## src/rtl/mem_access_unit.sv

```systemverilog
// Memory-stage load/store unit: turns the registered EX/MEM access into a valid/ready
// data-memory request, lane-aligns store data, extends load data and stalls EX/MEM meanwhile.
module mem_access_unit #(
   parameter int TIMEOUT = 255
) (
   input  logic        clk,
   input  logic        reset,
   input  logic        mem_read_m,
   input  logic        mem_write_m,
   input  logic [2:0]  func3_m,
   input  logic [63:0] addr_m,
   input  logic [63:0] wdata_m,
   output logic        dmem_req_valid,
   input  logic        dmem_req_ready,
   output logic        dmem_we,
   output logic [63:0] dmem_addr,
   output logic [63:0] dmem_wdata,
   output logic [7:0]  dmem_wstrb,
   input  logic        dmem_rsp_valid,
   input  logic [63:0] dmem_rdata,
   output logic        stall_m,
   output logic [63:0] load_data_m,
   output logic        misalign_m,
   output logic        bus_err_m
);
   localparam logic [1:0] S_IDLE = 2'd0;
   localparam logic [1:0] S_REQ  = 2'd1;
   localparam logic [1:0] S_WAIT = 2'd2;
   localparam logic [1:0] S_DONE = 2'd3;

   localparam int          CW      = (TIMEOUT < 2) ? 1 : $clog2(TIMEOUT + 1);
   localparam logic [CW:0] CNT_ONE = (CW + 1)'(1);
   localparam logic [CW:0] CNT_LIM = (CW + 1)'(TIMEOUT);

   logic [1:0]    state_q, state_d;
   logic [CW-1:0] cnt_q, cnt_d;
   logic [2:0]    func3_q, func3_d;
   logic [2:0]    off_q, off_d;
   logic          we_q, we_d;
   logic [63:0]   addr_q, addr_d;
   logic [63:0]   wdata_q, wdata_d;
   logic [7:0]    wstrb_q, wstrb_d;
   logic [63:0]   load_data_q, load_data_d;
   logic          misalign_q, misalign_d;
   logic          bus_err_q, bus_err_d;

   logic          access, illegal, misaligned, legal;
   logic [7:0]    size_mask;
   logic [63:0]   shifted, load_ext;
   logic          sign_fill;
   logic [CW:0]   cnt_next;
   logic          timeout_hit;

   // Access classification; a simultaneous read and write is treated as a store.
   always_comb begin
      access  = mem_read_m | mem_write_m;
      illegal = mem_write_m ? func3_m[2] : (func3_m == 3'b111);
      case (func3_m[1:0])
         2'd0: begin size_mask = 8'h01; misaligned = 1'b0;           end
         2'd1: begin size_mask = 8'h03; misaligned = addr_m[0];      end
         2'd2: begin size_mask = 8'h0F; misaligned = |addr_m[1:0];   end
         default: begin size_mask = 8'hFF; misaligned = |addr_m[2:0]; end
      endcase
      legal = access & ~illegal & ~misaligned;
   end

   always_comb begin
      shifted   = dmem_rdata >> {off_q, 3'b000};
      sign_fill = ~func3_q[2];
      case (func3_q[1:0])
         2'd0:    load_ext = {{56{sign_fill & shifted[7]}},  shifted[7:0]};
         2'd1:    load_ext = {{48{sign_fill & shifted[15]}}, shifted[15:0]};
         2'd2:    load_ext = {{32{sign_fill & shifted[31]}}, shifted[31:0]};
         default: load_ext = shifted;
      endcase
   end

   // A handshake that lands on the last allowed cycle carries the counter one past the
   // limit, so the comparison is >= to guarantee WAIT still terminates.
   always_comb begin
      cnt_next    = {1'b0, cnt_q} + CNT_ONE;
      timeout_hit = (cnt_next >= CNT_LIM);
   end

   always_comb begin
      state_d     = state_q;
      cnt_d       = cnt_q;
      func3_d     = func3_q;
      off_d       = off_q;
      we_d        = we_q;
      addr_d      = addr_q;
      wdata_d     = wdata_q;
      wstrb_d     = wstrb_q;
      load_data_d = load_data_q;
      misalign_d  = 1'b0;
      bus_err_d   = 1'b0;
      case (state_q)
         S_IDLE: begin
            if (legal) begin
               func3_d = func3_m;
               off_d   = addr_m[2:0];
               we_d    = mem_write_m;
               addr_d  = {addr_m[63:3], 3'b000};
               wdata_d = wdata_m << {addr_m[2:0], 3'b000};
               wstrb_d = size_mask << addr_m[2:0];
               cnt_d   = '0;
               state_d = S_REQ;
            end else if (access) begin
               misalign_d = 1'b1;
            end
         end
         S_REQ: begin
            cnt_d = cnt_next[CW-1:0];
            if (dmem_req_ready) begin
               state_d = we_q ? S_DONE : S_WAIT;
            end else if (timeout_hit) begin
               bus_err_d   = 1'b1;
               load_data_d = '0;
               state_d     = S_DONE;
            end
         end
         S_WAIT: begin
            cnt_d = cnt_next[CW-1:0];
            if (dmem_rsp_valid) begin
               load_data_d = load_ext;
               state_d     = S_DONE;
            end else if (timeout_hit) begin
               bus_err_d   = 1'b1;
               load_data_d = '0;
               state_d     = S_DONE;
            end
         end
         default: state_d = S_IDLE;
      endcase
   end

   always_ff @(posedge clk or posedge reset) begin
      if (reset) begin
         state_q     <= S_IDLE;
         cnt_q       <= '0;
         func3_q     <= '0;
         off_q       <= '0;
         we_q        <= 1'b0;
         addr_q      <= '0;
         wdata_q     <= '0;
         wstrb_q     <= '0;
         load_data_q <= '0;
         misalign_q  <= 1'b0;
         bus_err_q   <= 1'b0;
      end else begin
         state_q     <= state_d;
         cnt_q       <= cnt_d;
         func3_q     <= func3_d;
         off_q       <= off_d;
         we_q        <= we_d;
         addr_q      <= addr_d;
         wdata_q     <= wdata_d;
         wstrb_q     <= wstrb_d;
         load_data_q <= load_data_d;
         misalign_q  <= misalign_d;
         bus_err_q   <= bus_err_d;
      end
   end

   // The pipeline stall must also be low while reset is held, even if an access is presented.
   assign stall_m        = ~reset & ((state_q == S_REQ) | (state_q == S_WAIT) |
                                     ((state_q == S_IDLE) & legal));
   assign dmem_req_valid = (state_q == S_REQ);
   assign dmem_we        = we_q;
   assign dmem_addr      = addr_q;
   assign dmem_wdata     = wdata_q;
   assign dmem_wstrb     = wstrb_q;
   assign load_data_m    = load_data_q;
   assign misalign_m     = misalign_q;
   assign bus_err_m      = bus_err_q;
endmodule

```

## config.mk

```make
export PLATFORM = sky130hd
export DESIGN_NAME = mem_access_unit
export DESIGN_NICKNAME = d
export VERILOG_FILES = /design/src/rtl/mem_access_unit.sv
export SDC_FILE = /design/constraint.sdc
export NUM_CORES = 1
export LEC_CHECK = 0
export ABC_CLOCK_PERIOD_IN_PS = 18300
export BUFFER_PORTS_ARGS = -buffer_cell sky130_fd_sc_hd__buf_2
export CORE_MARGIN = 1.5
export CORE_UTILIZATION = 39
export DETAILED_ROUTE_END_ITERATION = 6
export GPL_TIMING_DRIVEN = 0
export PLACE_DENSITY = 0.76
export SLEW_MARGIN = 0
export SYNTH_ARGS = -nofsm -noshare
export SYNTH_HDL_FRONTEND = slang
export SYNTH_SLANG_ARGS = --single-unit
```

## constraint.sdc

```tcl
create_clock -name clk -period 18.3 [get_ports clk]
set_clock_uncertainty 0.15 [all_clocks]
set_input_delay 0.915 -clock clk [delete_from_list [all_inputs] [get_ports clk]]
set_output_delay 0.915 -clock clk [all_outputs]
set_load 0.02 [all_outputs]
```

==> flow_metrics.tcl <==
set metrics [dict create \
    die-height_um 178 \
    clk_latency_ps 520 \
    worstMarginPinSlew_ps 1260 \
    period_share_pct 26.3 \
    min_path_cells 2 \
    fin_cells 1996 \
    critical_path_class "input port to output pin" \
    first_pass_iters 6 \
    reg2reg_depth 7 \
    syn_inst 1156 \
    grt_usage_pct 27.8 \
    r2r_slack_ps 15310 \
    setup-violations-final 0 \
    hpwl_um 34900 \
    critPathRequiredTime_ps 17240 \
    avgSynthCellArea_sq_um 10.3 \
    critPathMaxFanout 10 \
    powerDensity_mw_per_mm2 177 \
    hp-class "flop to flop" \
    synth_edf_count 0 \
    drc_errors 0 \
    cp.arrival_ps 3750 \
    htree_levels 1 \
    grt_antenna_before_repair 4 \
    synth_top_area_cell "dfrtp_1" \
    hold_violations 0 \
    core_sq_mm 0.0299 \
    synth-warning-count 0 \
    setup_tns_ps 0 \
    vdd.ir_drop.worst_v 0.000108 \
    max-slew-margin-rel_pct 15.2 \
    grt_pass1_wl_um 67000 \
    ctsHoldBuffers 0 \
    ant_nets 0 \
    cts-resized-gates 0 \
    worstSetupEndpointType "output pin" \
    die-area_sq_mm 0.0317 \
    fin_nets 1793 \
    fp-row-count 63 \
    drv_cap 0 \
    overflow 0 \
    place_congestion 0.952 \
    max_freq_ghz 0.208 \
    clkTransAtPathRegs_ps 60 \
    slew_viol_final 0 \
    post-cts-setup-buffers 0 \
    drt-initial-drc-count 931 \
    timing.rr.start "off_q[1]" \
    wl_per_cell_um 22.5 \
    worst_slack_ps 13480 \
    grt_max_degree 115 \
    numCtsBuffers 25 \
    status "finished clean" \
    async_flop_share_pct 100 \
    area_growth_pct 28.5 \
    vias 11500 \
    grt_pass1_vias 11600 \
    drt-total-wl_um 45000 \
    yosysSeqAreaShare_pct 45.2 \
    crit_path_start "func3_m[1]" \
    cts_buffer_depth 3 \
    fin_crit_ps 4820 \
    hp-start "dmem_wstrb[4]" \
    dp.cells 1949 \
    ios 406 \
    cts_sinks 216 \
    ys.flop_type "dfrtp_1" \
    synth_seq_cells 216 \
    initial_core_util_pct 40.0 \
    cts_tree "built" \
    syn_area_sq_mm 0.0120 \
    place_ws_ps 13400 \
    cts-root-buf "clkbuf_16" \
    rsz0062_at_grt "false" \
    hold_end "dmem_wstrb[4]" \
    viasPerCell 5.77 \
    ys_types 65 \
    synth_top_area_share_pct 45.2 \
    io_buffers 400 \
    die_w_um 178 \
    synth_area_leaders "dfrtp_1 45%, mux2_2 9.0%, mux2i_1 7.8%" \
    leakagePower_nw 7.29 \
    r2r_end "load_data_m[6]" \
    drive_gt1_share_pct 39.7 \
    cp-start-kind "input port" \
]
[cell type report]
type	count	area [sq um]
antenna	4	10.0
buffer	97	478
clock buffer	35	723
clock inverter	8	144
fill	2747	14500
inverter	15	63.8
multi-input combinational	830	6020
sequential	216	5410
tap	390	488
timing repair buffer	401	2030
[cells in the mapped netlist, types with 13 or more instances]
cell and instances:
dfrtp_1 216, nor2_1 70, a21oi_1 36, a211oi_2 29
o2bb2ai_1 24, o21ai_0 101, mux2_2 95, nand2_1 192
o31ai_1 20, clkbuf_1 53, mux2i_1 93, buf_2 24
mux4_2 22, o211ai_1 15, o22ai_1 13
[sequential cells by signal, indices dropped and copies added, names as in the netlist, 2 cells and up]
signal / cells
dmem_wdata: 64
dmem_addr: 61
dmem_wstrb: 8
func3_q: 3
off_q: 3
cnt_q: 8
state_q: 2
load_data_m: 64
[layer usage]
| layer | routed length, um | vias up | global-route usage [%] |
|---|---|---|---|
| li1 | - | 5056 | - |
| met1 | 16400 | 5586 | 33.0 |
| met2 | 21400 | 735 | 46.5 |
| met3 | 4650 | 149 | 7.29 |
| met4 | 2580 | 0 | 13.9 |
| met5 | 0 | - | 0 |
[cell usage in the layout (no fill, tap or decap), types with 3 or more instances in the layout]
cell type  synthesis  final
a22o_1             8      8
mux4_2            22     22
o31ai_1           20     20
buf_2             24    424
nand2_1          192    192
nor2_1            70     70
buf_4              8      8
o21ai_0          101    101
o22a_1             7      7
nand3_1            6      6
a311oi_1           7      7
a31oi_1            4      4
ha_1               6      6
a32oi_1            8      8
inv_1             12     11
buf_1              7      7
clkbuf_1          53     57
nor3_1             5      5
mux2i_1           93     93
clkbuf_16          0     25
o22ai_1           13     13
o211ai_1          15     15
nor2b_1            6      6
bufinv_16          0      4
o2bb2ai_1         24     24
dfrtp_1          216    216
and3_1             6      6
a21oi_1           36     36
conb_1             1      3
or3_1              8      8
clkbuf_8           0      6
a211oi_1           4      4
mux2_2            95     95
a211oi_2          29     29
diode_2            0      4
and2_1             4      4
o21a_1             9      9
clkinv_2           0      3
[worst max path at each step]
stage,endpoint,slack [ps],cells past startpoint
after floorplan,bus_err_m,11330,1
after global placement,dmem_addr[38],8880,2
after detailed placement,stall_m,13400,11
after CTS,stall_m,13380,11
after global routing,stall_m,13130,11
final,stall_m,13480,11
[cells by family after synthesis]
kind of cell	after synthesis	synth area share, %
muxes	210	20.9
and+or+nand+nor	309	10.7
buffers and inverters	112	4.47
other	1	0.0314
adders and majority gates	6	0.628
AOI/OAI and AO/OA	301	18.0
xor gates and xnor gates	1	0.0733
DFF	216	45.2
[stage by stage]
step                power (mW)  hold slack (ps)  area [sq um]  util, %
floorplan                 1.69              332         12000        -
finish                    2.72              320         15400     51.4
detailed placement        2.18              315         14500     48.5
CTS                       2.72              328         15400     51.4
global placement          2.15              309         14400     48.4
global route              2.86              356         15400     51.4
[power by group]
group / switching, mW / total (mW) / leakage, nW / internal, mW
registers: 0.134 / 0.830 / 2.70 / 0.696
logic: 0.850 / 1.36 / 4.16 / 0.511
clock network: 0.202 / 0.531 / 0.429 / 0.330
[worst max-delay path, cell delays in order]
cell	delay (ps)
buf_2	100
clkbuf_1	390
o21ai_0	280
o21ai_0	180
nor2_1	110
nand2_1	130
clkbuf_1	460
clkbuf_1	380
clkbuf_1	480
a21oi_1	140
buf_2	180
Note: power is estimated with default switching activity, not from simulation.
